`config.mk`:
```
export PLATFORM = sky130hd
export DESIGN_NAME = trng_harvester
export DESIGN_NICKNAME = d
export VERILOG_FILES = /design/src/rtl/trng_pkg.sv /design/src/rtl/trng_fifo.sv /design/src/rtl/trng_harvester.sv
export SDC_FILE = /design/constraint.sdc
export NUM_CORES = 1
export LEC_CHECK = 0
export ABC_CLOCK_PERIOD_IN_PS = 4000
export CAP_MARGIN = 40
export CORE_UTILIZATION = 25
export CTS_CLUSTER_SIZE = 10
export DETAILED_ROUTE_END_ITERATION = 7
export DONT_BUFFER_PORTS = 1
export SYNTH_ARGS = -nofsm -noshare
export SYNTH_HDL_FRONTEND = slang
export SYNTH_SLANG_ARGS = --single-unit
```
`constraint.sdc`:
```
create_clock -name clk -period 4 [get_ports clk]
set_input_delay 1 -clock clk [delete_from_list [all_inputs] [get_ports clk]]
set_output_delay 1 -clock clk [all_outputs]
set_load 0.1 [all_outputs]
```
`src/rtl/trng_pkg.sv`:
```
// Shared types and default constants for the entropy harvester and its output FIFO.
package trng_pkg;

  typedef enum logic [0:0] {
    DB_FIRST  = 1'b0,
    DB_SECOND = 1'b1
  } db_state_e;

  localparam int unsigned DEF_NUM_CH      = 4;
  localparam int unsigned DEF_WORD_W      = 8;
  localparam int unsigned DEF_FIFO_DEPTH  = 4;
  localparam int unsigned DEF_REP_LIMIT   = 16;
  localparam int unsigned DEF_SYNC_STAGES = 2;

  // Level counter must represent 0..depth inclusive.
  function automatic int unsigned level_w(input int unsigned depth);
    return $clog2(depth) + 1;
  endfunction

endpackage

```
`src/rtl/trng_fifo.sv`:
```
// Show-ahead synchronous FIFO with flush; head word is presented combinationally.
module trng_fifo import trng_pkg::*; #(
  parameter int unsigned WIDTH = DEF_WORD_W,
  parameter int unsigned DEPTH = DEF_FIFO_DEPTH
) (
  input  logic                        clk_i,
  input  logic                        rst_ni,
  input  logic                        flush_i,
  input  logic                        push_i,
  input  logic [WIDTH-1:0]            wdata_i,
  input  logic                        pop_i,
  output logic [WIDTH-1:0]            rdata_o,
  output logic [level_w(DEPTH)-1:0]   level_o,
  output logic                        full_o,
  output logic                        empty_o
);

  localparam int unsigned LW = level_w(DEPTH);
  localparam int unsigned PW = $clog2(DEPTH);

  logic [WIDTH-1:0] mem_q [DEPTH];
  logic [PW-1:0]    wr_ptr_q, rd_ptr_q;
  logic [LW-1:0]    level_q;
  logic             do_push, do_pop;

  assign empty_o = (level_q == '0);
  assign full_o  = (level_q == LW'(DEPTH));
  assign do_pop  = pop_i && !empty_o;
  // A pop in the same cycle frees the slot a full FIFO needs for the push.
  assign do_push = push_i && (!full_o || do_pop);
  assign rdata_o = empty_o ? '0 : mem_q[rd_ptr_q];
  assign level_o = level_q;

  always_ff @(posedge clk_i or negedge rst_ni) begin
    if (!rst_ni) begin
      wr_ptr_q <= '0;
      rd_ptr_q <= '0;
      level_q  <= '0;
    end else if (flush_i) begin
      wr_ptr_q <= '0;
      rd_ptr_q <= '0;
      level_q  <= '0;
    end else begin
      if (do_push) wr_ptr_q <= wr_ptr_q + PW'(1);
      if (do_pop)  rd_ptr_q <= rd_ptr_q + PW'(1);
      level_q <= level_q + LW'(do_push) - LW'(do_pop);
    end
  end

  always_ff @(posedge clk_i) begin
    if (do_push) mem_q[wr_ptr_q] <= wdata_i;
  end

endmodule

```
`src/rtl/trng_harvester.sv`:
```
// Entropy harvester: synchronise and XOR raw sources, health-test, optionally debias,
// pack into words and queue them for a valid/ready consumer.
module trng_harvester import trng_pkg::*; #(
  parameter int unsigned NUM_CH      = DEF_NUM_CH,
  parameter int unsigned WORD_W      = DEF_WORD_W,
  parameter int unsigned FIFO_DEPTH  = DEF_FIFO_DEPTH,
  parameter int unsigned REP_LIMIT   = DEF_REP_LIMIT,
  parameter int unsigned SYNC_STAGES = DEF_SYNC_STAGES
) (
  input  logic                                clk,
  input  logic                                rst_n,
  input  logic                                en,
  input  logic                                debias_en,
  input  logic [NUM_CH-1:0]                   raw_in,
  input  logic                                clear_fail,
  output logic [WORD_W-1:0]                   out_data,
  output logic                                out_valid,
  input  logic                                out_ready,
  output logic [level_w(FIFO_DEPTH)-1:0]      fifo_level,
  output logic                                health_fail,
  output logic                                overflow
);

  localparam int unsigned CW = $clog2(WORD_W);
  localparam int unsigned RW = $clog2(REP_LIMIT + 1);

  logic [NUM_CH-1:0] sync_q [SYNC_STAGES];
  logic              s;
  logic              prev_q, prev_d;
  logic [RW-1:0]     rep_q, rep_d, rep_next;
  db_state_e         db_q, db_d;
  logic              store_q, store_d;
  logic [CW-1:0]     cnt_q, cnt_d;
  logic [WORD_W-1:0] acc_q, acc_d, word;
  logic              fail_q, fail_d, ovf_q, ovf_d;
  logic              fail_set, clear_asm, emit, ebit, push, pop_acc, ovf_set;
  logic              fifo_full, fifo_empty;

  // Synchronisers free-run regardless of en.
  always_ff @(posedge clk or negedge rst_n) begin
    if (!rst_n) begin
      for (int i = 0; i < SYNC_STAGES; i++) sync_q[i] <= '0;
    end else begin
      sync_q[0] <= raw_in;
      for (int i = 1; i < SYNC_STAGES; i++) sync_q[i] <= sync_q[i-1];
    end
  end

  assign s       = ^sync_q[SYNC_STAGES-1];
  assign pop_acc = out_ready && !fifo_empty;

  always_comb begin
    // rep_q == 0 means no previous sample since reset, en rise or clear_fail.
    rep_next = RW'(1);
    if (rep_q != '0 && s == prev_q) begin
      rep_next = (rep_q == RW'(REP_LIMIT)) ? rep_q : rep_q + RW'(1);
    end
    fail_set  = en && (rep_next == RW'(REP_LIMIT));
    clear_asm = !en || fail_set || fail_q;

    emit    = 1'b0;
    ebit    = s;
    db_d    = db_q;
    store_d = store_q;
    if (!debias_en) begin
      emit = 1'b1;
      db_d = DB_FIRST;
    end else if (db_q == DB_FIRST) begin
      db_d    = DB_SECOND;
      store_d = s;
    end else begin
      db_d = DB_FIRST;
      emit = (s != store_q);
      ebit = store_q;
    end

    word  = {acc_q[WORD_W-2:0], ebit};
    acc_d = acc_q;
    cnt_d = cnt_q;
    push  = 1'b0;
    if (clear_asm) begin
      db_d    = DB_FIRST;
      store_d = 1'b0;
      acc_d   = '0;
      cnt_d   = '0;
    end else if (emit) begin
      acc_d = word;
      if (cnt_q == CW'(WORD_W - 1)) begin
        cnt_d = '0;
        push  = 1'b1;
      end else begin
        cnt_d = cnt_q + CW'(1);
      end
    end

    if (!en) begin
      rep_d = '0;
    end else if (clear_fail && !fail_set) begin
      rep_d = '0;
    end else begin
      rep_d = rep_next;
    end
    prev_d = en ? s : prev_q;

    ovf_set = push && fifo_full && !pop_acc;
    fail_d  = fail_set || (fail_q && !clear_fail);
    ovf_d   = ovf_set || (ovf_q && !clear_fail);
  end

  always_ff @(posedge clk or negedge rst_n) begin
    if (!rst_n) begin
      prev_q  <= 1'b0;
      rep_q   <= '0;
      db_q    <= DB_FIRST;
      store_q <= 1'b0;
      cnt_q   <= '0;
      acc_q   <= '0;
      fail_q  <= 1'b0;
      ovf_q   <= 1'b0;
    end else begin
      prev_q  <= prev_d;
      rep_q   <= rep_d;
      db_q    <= db_d;
      store_q <= store_d;
      cnt_q   <= cnt_d;
      acc_q   <= acc_d;
      fail_q  <= fail_d;
      ovf_q   <= ovf_d;
    end
  end

  trng_fifo #(
    .WIDTH (WORD_W),
    .DEPTH (FIFO_DEPTH)
  ) u_fifo (
    .clk_i   (clk),
    .rst_ni  (rst_n),
    .flush_i (fail_set || fail_q),
    .push_i  (push),
    .wdata_i (word),
    .pop_i   (out_ready),
    .rdata_o (out_data),
    .level_o (fifo_level),
    .full_o  (fifo_full),
    .empty_o (fifo_empty)
  );

  assign out_valid   = !fifo_empty;
  assign health_fail = fail_q;
  assign overflow    = ovf_q;

endmodule

```
* Word level (Yosys, flattened, before mapping) *
Memory sizes are Yosys's and may differ from the RTL's.
Cells that the tools add are included.

storage, ports and cells
  bits in registers = 35
  latch bits = 0
  memory bits (writable) = 32
  memory bits (read-only) = 0
  bits of input ports = 10
  output and inout port bits = 14
  logic and storage cells = 83
  memories kept = 1

operators by class
  $add $sub $neg = 6
  multipliers = 0
  div/mod/pow operators = 0
  magnitude comparators = 0
  equal/unequal tests = 6
  shifts and indexed selects = 0
  muxes and demuxes = 29
  bitwise gates (word level) = 0
  reductions and logical operators = 28

memory list
  memory        words  bits a word  rd ports  clocked after Yosys merged registers in  wr ports  RTL line         RTL
  u_fifo.mem_q  4      8            1         0                                        1         trng_fifo.sv:21  logic [WIDTH-1:0] mem_q [DEPTH];

operator list
  operator                                                       number
  5-bit two-way mux                                              4
  1-bit two-way mux                                              14
  7-bit two-way mux                                              2
  3-bit two-way mux                                              4
  5-bit == test, second input constant                           2
  1-bit logical AND                                              9
  2-bit two-way mux                                              4
  8-bit two-way mux                                              1
  2-bit nonzero test                                             4
  3-bit == test, second input constant                           2
  1-bit zero test                                                6
  1-bit logical OR                                               6
  5-bit by 1-bit adder with 5-bit output, second input constant  1
  5-bit nonzero test                                             1
  2-bit by 1-bit adder with 2-bit output, second input constant  2
  4-bit parity                                                   1
  3-bit by 1-bit adder with 3-bit output                         1
  3-bit by 1-bit adder with 3-bit output, second input constant  1
  3-bit zero test                                                1
  3-bit by 1-bit subtractor with 3-bit output                    1
  1-bit == test                                                  1
  1-bit inequality test                                          1

* Depth between registers and ports, before layout *
  depth in word-level cells = 13
  depth in mapped cells = 11
  gate-level depth less buffers = 11

* By module *
Synthesis repeated with hierarchy kept, for this count alone.

second synthesis, totals
  cell total of the unflattened synthesis = 213
  area total of the unflattened synthesis = 3,031.7 um2

modules (own cells, without submodules)
  module          times used  cells each  area an instance (um2)  seq. area each (um2)
  trng_fifo       1           96          1,689.1                 1,136.1
  trng_harvester  1           117         1,342.5                 700.7

* Worst setup path after synthesis *
Ideal clock, no wire load.

  kind = flip-flop to output port
  from = reg u_fifo.level_q[1], in the netlist u_fifo.level_o[1]
  to = out out_data[0]
  arrival time = 3.009 ns
  data required time = 3.000 ns
  setup slack = -0.009 ns
  cell stages (with the launch flop) = 4
  path buffers = 1
  path through = dfrtp_1 > or3_1 > clkbuf_1 > and2_1

between the ends
  cells in the longest elaborated chain, start to end = 2

RTL lines
  item                    RTL line              RTL
  start, declared         trng_fifo.sv:23       logic [LW-1:0] level_q;
  start signal, assigned  trng_fifo.sv:46       level_q <= level_q + LW'(do_push) - LW'(do_pop);
  3-bit zero test         trng_fifo.sv:26       assign empty_o = (level_q == '0);
  8-bit two-way mux       trng_fifo.sv:31       assign rdata_o = empty_o ? '0 : mem_q[rd_ptr_q];
  end, declared           trng_harvester.sv:16  output logic [WORD_W-1:0] out_data,

Every way passes these cells.

* Worst setup path after layout *
  from = reg rep_q[0]
  to = reg u_fifo.level_q[2], in the netlist u_fifo.level_o[2]

between the ends
  cells in the longest elaborated chain, start to end = 12
  elaborated cells on any way between the ends = 16
  those cells by class = add/sub: 3; eq/ne: 2; mux: 4; reduce/logical: 7

RTL lines
  item                                                                  RTL line                                    RTL
  start, declared                                                       trng_harvester.sv:30                        logic [RW-1:0] rep_q, rep_d, rep_next;
  start signal, assigned                                                trng_harvester.sv:122                       rep_q <= rep_d;
  5-bit by 1-bit adder with 5-bit output, or another cell as far along  trng_harvester.sv:56                        rep_next = (rep_q == RW'(REP_LIMIT)) ? rep_q : rep_q + RW'(1);
  5-bit two-way mux / 1-bit logical AND (equally long branches)         trng_harvester.sv:56, trng_harvester.sv:55
  5-bit two-way mux *                                                   trng_harvester.sv:55                        if (rep_q != '0 && s == prev_q) begin
  5-bit == test *                                                       trng_harvester.sv:58                        fail_set = en && (rep_next == RW'(REP_LIMIT));
  1-bit logical AND *                                                   trng_harvester.sv:58
  1-bit logical OR (2 in series)                                        trng_harvester.sv:59                        clear_asm = !en || fail_set || fail_q;
  1-bit two-way mux                                                     trng_harvester.sv:81                        if (clear_asm) begin
  1-bit logical AND                                                     trng_fifo.sv:30                             assign do_push = push_i && (!full_o || do_pop);
  3-bit by 1-bit adder with 3-bit output                                trng_fifo.sv:46
  3-bit by 1-bit subtractor with 3-bit output                           trng_fifo.sv:46
  3-bit two-way mux *                                                   trng_fifo.sv:39                             end else if (flush_i) begin

Mark *: on every way between the ends. The rest lies on a longest branch, timed or not.
A chain may end at the register's enable or synchronous reset.

==> impl_metrics.tcl <==
set metrics [dict create \
    seq_area_frac_synth 0.622 \
    yosys.area.top_type "sky130_fd_sc_hd__edfxtp_1" \
    area_growth_syn_to_layout_pct 22.6 \
    synth_most_common_cell "sky130_fd_sc_hd__dfrtp_1" \
    path_cells "inv_1 > ha_1 > nand2b_4 > or3_1 > a221o_1 > o211ai_4 > nor4b_4 > ha_1 > fa_1 > xnor2_1 > nor2_1" \
    cpLargestDelayFamily "compound AO/OA/AOI/OAI gates" \
    number_of_levels_the_h_tree_was_split_into 3 \
    finalCritPeriodShare 0.792 \
    compound_gate_fraction_of_synth_area 0.0479 \
    mappedNetlistArea_mm2 0.00295 \
    die_area_mm2 0.0123 \
    first_global_vias 1584 \
    clock_tree.root_cell "sky130_fd_sc_hd__clkbuf_16" \
    timing.critical_path.arrival_ns 3.37 \
    placed_area_mm2 0.00333 \
    starting_utilization_of_the_core_area 0.258 \
    drt_first_iter_violations 69 \
    kind_of_launch_point_of_the_worst_setup_path "flip-flop" \
    clock_tree_buf_depth 2 \
    yosys.area.top_type_share 0.325 \
    muxShareOfSynthArea 0.102 \
    detail-route-antenna-nets 0 \
    power.density_cell_area_mw_per_mm2 739 \
    cts_post_setup_buffers_inserted 0 \
    timing.hold.ws_ns 0.348 \
    grt_use_total 0.0861 \
    die_height_um 111 \
    timing.setup.critical_path_class "flip-flop to flip-flop" \
    final_hold_viol_count 0 \
    antenna_found_initial 0 \
    yosys_warnings 0 \
    synthesized_area_per_cell_um2 14.5 \
    synthAdderAreaFrac 0.0491 \
    place.gp.congestion 0.742 \
    outcome "completed" \
    worst_path_max_delay_cell "sky130_fd_sc_hd__a221o_1" \
    clock-sinks 67 \
    placeableCoreArea_mm2 0.0115 \
    critPathBufInv 1 \
    detail_route.wl_per_cell_um 13.2 \
    synth_fp_nets 225 \
    synth-seq-cells 67 \
    core.rowCount 39 \
    grt_start_max_net_pins 36 \
    totalNegativeSetupSlack_ns 0 \
    max_freq_mhz 316 \
    synth_async_sr_flop_share 0.522 \
    critPathMaxFanout 14 \
    finalWorstPathRequiredPeriod_ns 3.17 \
    synth.lib_cells_used.distinct 40 \
    vias 1565 \
    critical-path-max-stage-delay_ns 0.46 \
    netlist_top_cells_area "sky130_fd_sc_hd__edfxtp_1 33%, sky130_fd_sc_hd__dfrtp_1 30%, sky130_fd_sc_hd__mux4_2 6.1%, sky130_fd_sc_hd__ha_1 4.2%, sky130_fd_sc_hd__nor2_1 2.8%" \
    layout.core_utilization 0.316 \
    synthCells 204 \
    ranking_of_synthesized_cells_by_instance_count "35 x sky130_fd_sc_hd__dfrtp_1, 32 x sky130_fd_sc_hd__edfxtp_1, 22 x sky130_fd_sc_hd__nor2_1" \
    cp_data_required_time_ns 4.20 \
    synth_xor_area_frac 0.0436 \
    io_pins 24 \
    rsz0062_at_grt "no" \
    tightest_slew_ns 0.811 \
    max-cap-violations 0 \
    fin_skew_ns 0.00559 \
    placement.io_buffers 0 \
    insertedDiodeCount 0 \
    detail_route.vias_per_cell 4.22 \
    p_leak_nw 1.46 \
    cts_hold_buffers 0 \
    synthFlopType "sky130_fd_sc_hd__dfrtp_1" \
    yosys.area_share.simple 0.106 \
    drt_wl_total_um 4890 \
    drt_first_pass_iters 4 \
    peakVddDrop_uv 683 \
    hold_class "flip-flop to flip-flop" \
    finalInstanceArea_mm2 0.00362 \
    finalMaxSlewViolations 0 \
    clock_insertion_delay_worst_skew_ns 0.33 \
    max_slew_margin 0.452 \
    setup_violators_final 0 \
    combinational_family_with_the_most_area_after_synthesis "simple AND/OR/NAND/NOR gates" \
    floorplan.die.width_um 111 \
    cts_tree "done" \
    drive_above_1_share 0.206 \
    synth_enable_flop_cells 32 \
    globalRouteOverflowTotal 0 \
    numCtsBuffers 9 \
    path_clk_slew_ns 0.05 \
    wire_length_of_the_first_global_routing_pass_um 7960 \
    drc_violations_left 0 \
    path_common_cell "sky130_fd_sc_hd__ha_1" \
    crit_path_end_kind "flip-flop" \
    place_hpwl_um 3260 \
    post_cts_resize_count 0 \
    layout.nets 244 \
]
-- final timing paths --
path,startpoint,cells after the start,end,slack (ns)
worst max register to register,rep_q[0]$_DFF_PN0_,11,u_fifo.level_o[2]$_DFF_PN0_,0.83
min in group asynchronous,rst_n,0,u_fifo.wr_ptr_q[1]$_DFFE_PN0P_,0.37
worst min-delay path,sync_q[7]$_DFF_PN0_,0,sync_q[3]$_DFF_PN0_,0.35
worst min register to register,sync_q[7]$_DFF_PN0_,0,sync_q[3]$_DFF_PN0_,0.35
max in group asynchronous,rst_n,0,acc_q[2]$_DFFE_PN0P_,3.55
worst max-delay path,rep_q[0]$_DFF_PN0_,11,u_fifo.level_o[2]$_DFF_PN0_,0.83
-- layer usage --
metal / GRT usage / vias to the layer above / part of all wire
met5: 0 / - / 0
met4: 0.0320 / 0 / 0.0088
met3: 0.0432 / 5 / 0.059
met2: 0.133 / 29 / 0.46
met1: 0.103 / 771 / 0.47
li1: - / 760 / -
-- stage by stage --
step,power [mW],setup WS [ns],std cells
finish,2.68,0.832,371
global route,2.77,0.687,371
CTS,2.71,0.825,371
detailed placement,1.94,0.834,355
global placement,1.93,0.927,354
floorplan,1.62,0.494,204
-- sequential cells by signal, summed over array words and instances, names as in the netlist, 2 cells and up --
signal	flops
u_fifo.mem_q	32
sync_q	8
acc_q	7
rep_q	5
cnt_q	3
u_fifo.level_o	3
u_fifo.rd_ptr_q	2
u_fifo.wr_ptr_q	2
-- where the power goes --
part	internal, mW	switching [mW]	leakage (nW)
sequential	0.765	0.0634	0.763
clock	0.483	0.280	0.144
combinational	0.385	0.701	0.552
-- worst register-to-register path, cell delays in order (launching register included) --
cell and delay, ns:
sky130_fd_sc_hd__dfrtp_1 0.43, sky130_fd_sc_hd__inv_1 0.08, sky130_fd_sc_hd__ha_1 0.21, sky130_fd_sc_hd__nand2b_4 0.08, sky130_fd_sc_hd__or3_1 0.36, sky130_fd_sc_hd__a221o_1 0.46, sky130_fd_sc_hd__o211ai_4 0.45, sky130_fd_sc_hd__nor4b_4 0.14
sky130_fd_sc_hd__ha_1 0.24, sky130_fd_sc_hd__fa_1 0.38, sky130_fd_sc_hd__xnor2_1 0.16, sky130_fd_sc_hd__nor2_1 0.05
-- placed cells by master (no fill, tap or decap), types with 5 or more instances in the layout --
cell type	count
sky130_fd_sc_hd__dfrtp_1	35
sky130_fd_sc_hd__edfxtp_1	32
sky130_fd_sc_hd__nor2_1	22
sky130_fd_sc_hd__inv_1	13
sky130_fd_sc_hd__and2_1	13
sky130_fd_sc_hd__ha_1	10
sky130_fd_sc_hd__clkbuf_16	9
sky130_fd_sc_hd__mux4_2	8
sky130_fd_sc_hd__mux2i_1	8
sky130_fd_sc_hd__buf_12	8
sky130_fd_sc_hd__xnor2_1	7
sky130_fd_sc_hd__nand2_1	6
sky130_fd_sc_hd__buf_4	6
sky130_fd_sc_hd__a21oi_1	5
-- cell type report --
class                      count  area [µm²]
clock inverter                 6        65.1
clock buffer                  10         229
tap                          143         179
inverter                      13        48.8
fill                        1145        7850
multi-input combinational    117        1030
sequential                    67        1840
timing repair buffer          15         233
-- logic make-up (layout without fill, tap and decap cells) --
kind of cell / count (synthesis) / in the layout
DFF: 67 / 67
and+or+nand+nor: 57 / 57
buffers and inverters: 20 / 44
muxes: 19 / 19
AOI/OAI and AO/OA: 17 / 17
xor gates and xnor gates: 13 / 13
adders and majority gates: 11 / 11
Note: power is estimated with default switching activity, not from simulation.
